**src/rtl/edge_bit_packer.sv**
```systemverilog
// -----------------------------------------------------------------------------
// edge_bit_packer
//
// Purpose:
//   Takes the edge-detector video stream, reduces each pixel to one bit
//   (i_data >= BIN_TH) and packs eight bits MSB-first into a byte. Bytes are
//   queued in a first-word-fall-through FIFO and streamed out over a
//   valid/ready link. Each byte carries two flags:
//     - start-of-frame: set on the first byte after a vsync.
//     - end-of-line: set on the last byte of a line.
//   Packing follows de bursts. A falling edge of i_de closes the line. Any
//   partial byte is flushed at that point, zero-padded in the LSBs.
//
// Optional build macro:
//   EDGE_BIT_PACKER_LINE_CKSUM_EN
//     When defined, one extra byte is appended after each line's data bytes.
//     It is the XOR of that line's data bytes and it carries the
//     end-of-line flag.
//
// Ports:
//   clk           system clock
//   rst           asynchronous active-high reset
//   i_vsync       frame start; a rising edge restarts line/column counting
//   i_hsync       line sync, not used for packing
//   i_de          pixel valid
//   i_data        edge pixel, WIDTH bits
//   o_tdata       packed byte, MSB = leftmost pixel
//   o_tvalid      byte valid (FIFO not empty)
//   i_tready      consumer ready; a pop happens on o_tvalid && i_tready
//   o_tuser_sof   first byte of frame, qualified by o_tvalid
//   o_tlast_eol   last byte of line, qualified by o_tvalid
//   o_frame_done  one-cycle pulse while the final byte of line V_RES-1
//                 is offered to the FIFO
//   o_overflow    sticky: a byte was dropped on a full FIFO
// -----------------------------------------------------------------------------
module edge_bit_packer #(
    parameter int WIDTH      = 8,
    parameter int H_RES      = 176,
    parameter int V_RES      = 144,
    parameter int BIN_TH     = 128,
    parameter int FIFO_DEPTH = 64
) (
    input  logic             clk,
    input  logic             rst,
    input  logic             i_vsync,
    input  logic             i_hsync,
    input  logic             i_de,
    input  logic [WIDTH-1:0] i_data,
    output logic [7:0]       o_tdata,
    output logic             o_tvalid,
    input  logic             i_tready,
    output logic             o_tuser_sof,
    output logic             o_tlast_eol,
    output logic             o_frame_done,
    output logic             o_overflow
);

    localparam int CW   = $clog2(H_RES + 1);
    localparam int LW   = $clog2(V_RES + 1);
    localparam int AW   = $clog2(FIFO_DEPTH);
    localparam int CNTW = AW + 1;
    localparam logic [WIDTH-1:0] TH = WIDTH'(BIN_TH);

    // ---------------- input side state ----------------
    logic          vsync_d_reg;
    logic          de_d_reg;
    logic [CW-1:0] col_reg;
    logic [LW-1:0] line_reg;
    logic [2:0]    bit_cnt_reg;
    logic [7:0]    shift_reg;
    logic          sof_pending_reg;

    // Pack register: holds one formed byte for the cycle it is pushed.
    logic          pack_valid_reg;
    logic [7:0]    pack_data_reg;
    logic          pack_sof_reg;
    logic          pack_eol_reg;
    logic          pack_done_reg;

`ifdef EDGE_BIT_PACKER_LINE_CKSUM_EN
    logic [7:0]    cksum_acc_reg;
    logic [7:0]    cksum_hold_reg;
    logic          cksum_pending_reg;
    logic          cksum_last_reg;
    logic          cksum_close;
`endif

    // ---------------- FIFO state ----------------
    logic [9:0]      mem [FIFO_DEPTH];
    logic [AW-1:0]   wr_ptr_reg;
    logic [AW-1:0]   rd_ptr_reg;
    logic [CNTW-1:0] count_reg;
    logic            overflow_reg;

    // ---------------- input side decode ----------------
    logic          vsync_rise;
    logic          accept;
    logic          pix_bit;
    logic [7:0]    shift_in;
    logic [CW-1:0] col_inc;
    logic          byte_full;
    logic          line_end;
    logic          flush;
    logic [3:0]    pad_amt;
    logic          form;
    logic [7:0]    form_data;
    logic          form_line_end;
    logic          last_line;
    logic          unused_hsync;

    assign unused_hsync  = i_hsync;
    assign vsync_rise    = i_vsync & ~vsync_d_reg;
    assign pix_bit       = (i_data >= TH);
    assign shift_in      = {shift_reg[6:0], pix_bit};
    assign col_inc       = col_reg + CW'(1);
    assign accept        = i_de && (col_reg < CW'(H_RES)) && (line_reg < LW'(V_RES)) && !vsync_rise;
    assign byte_full     = accept && (bit_cnt_reg == 3'd7);
    assign line_end      = de_d_reg && !i_de && !vsync_rise;
    assign flush         = line_end && (bit_cnt_reg != 3'd0);
    // Left-align the partial byte so padding zeros land in the LSBs.
    assign pad_amt       = 4'd8 - {1'b0, bit_cnt_reg};
    assign form          = byte_full || flush;
    assign form_data     = byte_full ? shift_in : (shift_reg << pad_amt);
    assign form_line_end = flush || (byte_full && (col_inc == CW'(H_RES)));
    assign last_line     = (line_reg == LW'(V_RES - 1));

`ifdef EDGE_BIT_PACKER_LINE_CKSUM_EN
    // A line also closes when de drops exactly on a byte boundary short of
    // H_RES; nothing is flushed then, but the checksum is still owed.
    assign cksum_close = form_line_end ||
                         (line_end && (bit_cnt_reg == 3'd0) && (col_reg != '0) &&
                          (col_reg != CW'(H_RES)));
`endif

    always_ff @(posedge clk or posedge rst) begin
        if (rst) begin
            vsync_d_reg       <= 1'b0;
            de_d_reg          <= 1'b0;
            col_reg           <= '0;
            line_reg          <= '0;
            bit_cnt_reg       <= '0;
            shift_reg         <= '0;
            sof_pending_reg   <= 1'b0;
            pack_valid_reg    <= 1'b0;
            pack_data_reg     <= '0;
            pack_sof_reg      <= 1'b0;
            pack_eol_reg      <= 1'b0;
            pack_done_reg     <= 1'b0;
`ifdef EDGE_BIT_PACKER_LINE_CKSUM_EN
            cksum_acc_reg     <= '0;
            cksum_hold_reg    <= '0;
            cksum_pending_reg <= 1'b0;
            cksum_last_reg    <= 1'b0;
`endif
        end else begin
            vsync_d_reg    <= i_vsync;
            de_d_reg       <= i_de;
            pack_valid_reg <= 1'b0;
            if (vsync_rise) begin
                // Restart frame counting; bytes already queued keep draining.
                col_reg           <= '0;
                line_reg          <= '0;
                bit_cnt_reg       <= '0;
                shift_reg         <= '0;
                sof_pending_reg   <= 1'b1;
`ifdef EDGE_BIT_PACKER_LINE_CKSUM_EN
                cksum_acc_reg     <= '0;
                cksum_pending_reg <= 1'b0;
`endif
            end else begin
                if (accept) begin
                    shift_reg   <= byte_full ? 8'h00 : shift_in;
                    bit_cnt_reg <= bit_cnt_reg + 3'd1;
                    col_reg     <= col_inc;
                end
                if (line_end) begin
                    shift_reg   <= '0;
                    bit_cnt_reg <= '0;
                    if (col_reg != '0) begin
                        col_reg  <= '0;
                        line_reg <= line_reg + LW'(1);
                    end
                end
                if (form) begin
                    pack_valid_reg  <= 1'b1;
                    pack_data_reg   <= form_data;
                    pack_sof_reg    <= sof_pending_reg;
                    sof_pending_reg <= 1'b0;
`ifdef EDGE_BIT_PACKER_LINE_CKSUM_EN
                    pack_eol_reg    <= 1'b0;
                    pack_done_reg   <= 1'b0;
`else
                    pack_eol_reg    <= form_line_end;
                    pack_done_reg   <= form_line_end && last_line;
`endif
                end
`ifdef EDGE_BIT_PACKER_LINE_CKSUM_EN
                // The checksum byte takes the pack register the cycle after
                // the line closes.
                if (cksum_pending_reg) begin
                    cksum_pending_reg <= 1'b0;
                    pack_valid_reg    <= 1'b1;
                    pack_data_reg     <= cksum_hold_reg;
                    pack_sof_reg      <= 1'b0;
                    pack_eol_reg      <= 1'b1;
                    pack_done_reg     <= cksum_last_reg;
                end
                if (cksum_close) begin
                    cksum_pending_reg <= 1'b1;
                    cksum_hold_reg    <= cksum_acc_reg ^ (form ? form_data : 8'h00);
                    cksum_acc_reg     <= '0;
                    cksum_last_reg    <= last_line;
                end else if (form) begin
                    cksum_acc_reg <= cksum_acc_reg ^ form_data;
                end
`endif
            end
        end
    end

    // ---------------- FIFO ----------------
    logic full;
    logic pop;
    logic push;

    assign o_tvalid = (count_reg != '0);
    assign full     = (count_reg == CNTW'(FIFO_DEPTH));
    assign pop      = o_tvalid && i_tready;
    // A full FIFO still accepts when the head leaves in the same cycle.
    assign push     = pack_valid_reg && (!full || pop);

    always_ff @(posedge clk) begin
        if (push) begin
            mem[wr_ptr_reg] <= {pack_sof_reg, pack_eol_reg, pack_data_reg};
        end
    end

    always_ff @(posedge clk or posedge rst) begin
        if (rst) begin
            wr_ptr_reg   <= '0;
            rd_ptr_reg   <= '0;
            count_reg    <= '0;
            overflow_reg <= 1'b0;
        end else begin
            if (push) begin
                wr_ptr_reg <= wr_ptr_reg + AW'(1);
            end
            if (pop) begin
                rd_ptr_reg <= rd_ptr_reg + AW'(1);
            end
            case ({push, pop})
                2'b10:   count_reg <= count_reg + CNTW'(1);
                2'b01:   count_reg <= count_reg - CNTW'(1);
                default: count_reg <= count_reg;
            endcase
            if (pack_valid_reg && !push) begin
                overflow_reg <= 1'b1;
            end
        end
    end

    // Head entry falls through; outputs read as zero while empty.
    logic [9:0] head;
    assign head         = mem[rd_ptr_reg];
    assign o_tdata      = o_tvalid ? head[7:0] : 8'h00;
    assign o_tlast_eol  = o_tvalid && head[8];
    assign o_tuser_sof  = o_tvalid && head[9];
    assign o_frame_done = pack_valid_reg && pack_done_reg;
    assign o_overflow   = overflow_reg;

endmodule

```
**config.mk**
```make
export PLATFORM = sky130hd
export DESIGN_NAME = edge_bit_packer
export DESIGN_NICKNAME = d
export VERILOG_FILES = /design/src/rtl/edge_bit_packer.sv
export SDC_FILE = /design/constraint.sdc
export NUM_CORES = 1
export LEC_CHECK = 0
export ABC_AREA = 1
export CAP_MARGIN = 5
export CORE_MARGIN = 2
export CORE_UTILIZATION = 35
export DETAILED_ROUTE_END_ITERATION = 16
export PLACE_DENSITY = 0.61
export SLEW_MARGIN = 5
export SYNTH_ARGS = -nofsm -noshare
export SYNTH_HDL_FRONTEND = slang
export SYNTH_SLANG_ARGS = --single-unit
```
**constraint.sdc**
```tcl
create_clock -name clk -period 2.4 [get_ports clk]
set_input_delay 0.36 -clock clk [delete_from_list [all_inputs] [get_ports clk]]
set_output_delay 0.36 -clock clk [all_outputs]
set_load 0.02 [all_outputs]
```
# Word level (Yosys, flattened, before mapping)
# Memory sizes are Yosys's and may differ from the RTL's.
# Cells that the tools add are included.
dict set report word_totals {
  mem_count 1
  ff_bits 62
  mem_bits_rw 640
  elab_cells 93
  output_inout_bits 13
}
dict set report op_classes {
  n_lt_le_gt_ge 3
  n_reduce_logical 32
  shift 1
  n_bitwise 3
  eq_ne 6
  mux 23
  add_sub_neg 8
}
# memory words width read_ports rd_clocked_by_memory_dff wr line_no
set mem_list {}
lappend mem_list {mem 64 10 1 0 1 89} ;# logic [9:0] mem [FIFO_DEPTH];
# op count
set ops {}
lappend ops {{2-to-1 mux 8 bit} 13}
lappend ops {{adder 8 x 1 -> 8 bit (second input constant)} 2}
lappend ops {{== test 8 bit (second input constant)} 2}
lappend ops {{less-than comparator 8 bit (second input constant)} 2}
lappend ops {{logical AND 1 bit} 15}
lappend ops {{case mux 7 bit (2 select lines)} 1}
lappend ops {{adder 6 x 1 -> 6 bit (second input constant)} 2}
lappend ops {{2-to-1 mux 3 bit} 3}
lappend ops {{>= comparator 8 bit (second input constant)} 1}
lappend ops {{nonzero test 2 bit} 4}
lappend ops {{nonzero test 8 bit} 1}
lappend ops {{<< shifter 8 x 4 -> 8 bit} 1}
lappend ops {{adder 7 x 1 -> 7 bit (second input constant)} 1}
lappend ops {{== test 7 bit (second input constant)} 1}
lappend ops {{nonzero test 7 bit} 1}
lappend ops {{subtractor 7 x 1 -> 7 bit (second input constant)} 1}
lappend ops {{2-to-1 mux 1 bit} 6}
lappend ops {{nonzero test 3 bit} 2}
lappend ops {{logical NOT 1 bit} 4}
lappend ops {{AND reduction 2 bit} 2}
lappend ops {{subtractor 4 x 3 -> 4 bit (first input constant)} 1}
lappend ops {{adder 3 x 1 -> 3 bit (second input constant)} 1}
lappend ops {{== test 3 bit (second input constant)} 1}
lappend ops {{logical OR 1 bit} 3}
lappend ops {{other kinds (4)} 5}

# Depth between registers and ports, before layout
dict set report depth {
  ltp_word 9
  ltp_mapped 16
  ltp_nobuf 16
}

# Worst setup path before layout
# OpenSTA, ideal clock, no wires.
dict set report synth_timing {
  path_type {flip-flop to flip-flop}
  startpoint {reg count_reg[0]}
  endpoint {mem mem[15][0] (enable)}
  arrival_ns 2.114
  path_buffers 0
  required_ns 1.996
  slack_ns -0.117
  stages_incl_launch_ff 9
  setup_time_ns 0.404
  synth_period_minus_slack_ns 2.517
  path_cell_list {dfrtp_1 -> inv_1 -> nand4_1 -> nor2_1 -> nand2_1 -> nand2_1 -> nor2_1 -> nand2_1 -> nor4_1}
}
dict set report synth_between {
  elab_chain_cells 6
  elab_cells_between_ends 8
  classes_between {eq/ne (1); mux (2); reduce/logical (5)}
}
# item line_no
set synth_rtl {}
lappend synth_rtl {{start: declaration} 92} ;# logic [CNTW-1:0] count_reg;
lappend synth_rtl {{start signal: assignment} 252} ;# 2'b10: count_reg <= count_reg + CNTW'(1);
lappend synth_rtl {{start signal: assignment} 253} ;# 2'b01: count_reg <= count_reg - CNTW'(1);
lappend synth_rtl {{start signal: assignment} 254} ;# default: count_reg <= count_reg;
lappend synth_rtl {{== test 7 bit or nonzero test 7 bit (tied branches)} {227, 226}}
lappend synth_rtl {{logical NOT 1 bit or logical AND 1 bit (tied branches)} {230, 228}}
lappend synth_rtl {{logical OR 1 bit *} 230} ;# assign push = pack_valid_reg && (!full || pop);
lappend synth_rtl {{logical AND 1 bit *} 230}
lappend synth_rtl {{2-to-1 mux 1 bit *} 233} ;# if (push) begin
lappend synth_rtl {{2-to-1 mux 1 bit (implied by the code) *} 234} ;# mem[wr_ptr_reg] <= {pack_sof_reg, pack_eol_reg, pack_data_reg};
lappend synth_rtl {{end: declaration} 89}
# Mark *: on every way between the ends. The rest lies on a longest branch, timed or not.

# Worst setup path in the final report
dict set report layout_timing {
  startpoint {reg rd_ptr_reg[0]}
  endpoint {out o_tdata[4]}
}
dict set report layout_between {
  elab_chain_cells 2
}
# item line_no
set layout_rtl {}
lappend layout_rtl {{start: declaration} 91} ;# logic [AW-1:0] rd_ptr_reg;
lappend layout_rtl {{start signal: assignment} 249} ;# rd_ptr_reg <= rd_ptr_reg + AW'(1);
lappend layout_rtl {{memory read (64 x 10 bit)} -}
lappend layout_rtl {{2-to-1 mux 8 bit} 265} ;# assign o_tdata = o_tvalid ? head[7:0] : 8'h00;
lappend layout_rtl {{end: declaration} 49} ;# output logic [7:0] o_tdata,
# No other way between the ends.

==> results.md <==
- Outcome: finished, violations left
- Failing checks: setup timing
- Area delta synth->final: 27.01%
- Routed length per instance: between 15 and 20 um
- DIE AREA: ~0.089 mm^2
- Synthesized Nets: 2924
- Grt ovf: 0
- Setup TNS Final: -6946 ps
- PD cells: around 1300 mW/mm^2
- Final wirelength: 84280 um
- Nets: between 3000 and 4000
- Sequential share of the synthesized area: about two thirds
- Top post-synthesis cells by area: edfxtp_1, nand2_1, nand3_1
- Clock Sink Count: 702
- Synth Warn #: 0
- Synth Area per Inst: 10.45 um^2
- Tightest Hold Check Type: in -> async
- WP buf/inv: 5
- Most flop-heavy register: mem
- # setup viols final: 10
- Worst Tran Pin Value: around 780 ps
- Post-synth cell types: 36
- # diodes: 0
- Layout cells sized above 1: around 21%
- Initial core utilization: roughly 35%
- Number of flip-flops in the largest register: 640
- Largest net degree at the start of global routing: 65
- Fin crit period: 3121 ps
- Pleak: 0.01543 uW
- # hold bufs at CTS: 0
- Layout Skew: approximately 25 ps
- Antenna viol nets, final: 0
- Crit-path max cell delay: ~530 ps
- Commonest non-fill, non-tap cell in the layout: nand2_1
- Routability-driven placement congestion ratio: 0.8734
- Cell area after synthesis: 0.03025 mm^2
- Post-DP HPWL: ~50000 um
- Number of max-cap violations: 0
- RSZ-0062 raised after global routing: true
- Number of detailed-route iterations in the first pass: 6
- Startpoint types: register
- Vias in the first global route: about 21000
- Yosys reg bits: 702
- Tcrit/Tclk final: 130.0%
- Most frequent cells in the layout: nand2_1, edfxtp_1, inv_1
- Slowest-stage cell, CP: dfrtp_4
- CTS max path bufs: 3
- CTS clk-pin slew, worst paths: around 60 ps
- Cell mode on critical path: nand3_2
- Die height: around 300 um
- H-tree depth: 3
- DRC: 0
- Core Area: about 0.085 mm^2
- Initial antenna violation count: 1
- Fmax achieved: 320.4 MHz
- Final hold violations: 0
- Dpl ws: -826.2 ps
- Total GRT Usage: a little under a fifth
- Total chip power: approximately 49000 uW
- Mapped Cells: ~2900
- Post-layout util: between 40% and 50%
- Largest delay contributor family on the critical path: buffers and inverters
- Row count: 107
- Synth area leader: edfxtp_1
- Cells along the critical path: buf_12, buf_16, buf_12, clkbuf_16, nand2_1, nand3_2, nand3_2, nand3_2, nand2_2, nand3_4, a21oi_4, buf_6
- Final max-slew violation count: 0
- Worst setup EP type: output pin
- IO Pins: 27
- Crit Path Class: reg -> out
- I/O Buffers: 18
- Vias per Instance: 4.927
- Max IR drop VDD: 1177 uV
- Post-route setup slack: -720.8 ps
- First-pass GRT wire length: around 130000 um
- CTS buffer count: 73
- Worst-Skew Late Latency: between 600 and 700 ps
- Critical Path RT: 2040 ps
- Max_slew headroom: 47.77%
- Die width: 298.0 um
- Root Driver: clkbuf_16
- Initial DRC Count: roughly 2000
- CP Max Fanout: 7
- Synth top area share: between 60 and 70%
- Arrival time worst endpoint: approximately 2800 ps
- Vias: 21540
- CTS tree: yes
synth_stat cells:
| cell type | n |
|---|---|
| nand2_1 | 822 |
| edfxtp_1 | 640 |
| nand3_1 | 368 |
| inv_1 | 295 |
| nor2_1 | 288 |
| o21ai_0 | 108 |
| a21oi_1 | 63 |
| dfrtp_1 | 62 |
| clkbuf_1 | 56 |
| buf_2 | 51 |
| buf_1 | 15 |
| ha_1 | 15 |
| o21ai_1 | 13 |
| xor2_1 | 13 |
| o22ai_1 | 11 |
| and3_1 | 10 |
| buf_6 | 10 |
| nand4_1 | 9 |
| nor3_1 | 9 |
| buf_4 | 7 |
| inv_2 | 4 |
| nand2_2 | 3 |
| nor3_2 | 3 |
| or2_2 | 3 |
| xnor2_1 | 3 |
| a31oi_1 | 2 |
| o211ai_1 | 2 |
| a21oi_2 | 1 |
| a22o_1 | 1 |
| buf_8 | 1 |
| clkinv_1 | 1 |
| fa_1 | 1 |
| inv_4 | 1 |
| nand3_2 | 1 |
| nor4_1 | 1 |
| o21bai_1 | 1 |
cell families after synthesis:
family	count (synthesis)	share of synthesized area (%)
AND/OR/NAND/NOR	1517	20.68
adder cells (fa/ha/maj)	16	0.6866
XOR/XNOR	16	0.4633
buffers and inverters	441	6.064
AO/OA/AOI/OAI	202	3.445
flip-flops	702	68.66
report_power, final:
group	leakage (uW)	internal [uW]	switching, uW
Sequential	0.00650	15300	683
Combinational	0.00775	8700	13300
Clock	0.00117	6460	4880
per-stage QoR:
| step | instance area, um^2 | hold WS [ps] | instances |
|---|---|---|---|
| global route | 38420 | 86.75 | 4372 |
| global placement | 33700 | 464.8 | 4173 |
| finish | 38420 | 53.53 | 4372 |
| detailed placement | 33700 | 468.7 | 4173 |
| floorplan | 30260 | 391.4 | 2894 |
| CTS | 37770 | 44.02 | 4358 |
path summary, 6_finish.rpt:
kind / startpoint / depth (start not counted) / slack [ps] / endpoint
setup / recovery: rd_ptr_reg[0] / 12 / -720 / o_tdata[4]
setup reg to reg: count_reg[4] / 15 / 200 / count_reg[6]
min in group clk: i_vsync / 1 / 200 / vsync_d_reg
hold reg to reg: o_overflow / 1 / 480 / o_overflow
hold / removal: rst / 2 / 50 / rd_ptr_reg[5]
max in group asynchronous: rst / 3 / 1760 / de_d_reg
routing by layer:
| metal | up-vias | part of all wire (%) | global-route usage (%) |
|---|---|---|---|
| met5 | - | 0 | 0 |
| met4 | 0 | 3.8 | 7.813 |
| met3 | 169 | 6.5 | 2.997 |
| met2 | 726 | 49 | 31.47 |
| met1 | 10430 | 41 | 24.20 |
| li1 | 10220 | - | - |
repair_timing:
| item | 4_1_cts | 5_1_grt |
|---|---|---|
| cloned | 21 | 4 |
| resized for setup | 245 | 123 |
| endpoints found under the setup margin | 13 | 14 |
| setup buffers | 39 | 14 |
| hold endpoints to repair | 0 | 0 |
| pin swaps | 63 | 85 |
final cells by class:
| type | instances | area (um^2) |
|---|---|---|
| Clock inverter | 43 | 449.2 |
| Timing Repair inverter | 2 | 32.53 |
| Inverter | 301 | 1145 |
| Clock buffer | 90 | 1932 |
| Fill cell | 7825 | 46990 |
| Timing Repair Buffer | 339 | 3938 |
| Multi-Input combinational cell | 1751 | 8705 |
| Tap cell | 1144 | 1431 |
| Sequential cell | 702 | 20790 |
(Power assumes the default switching activity.)
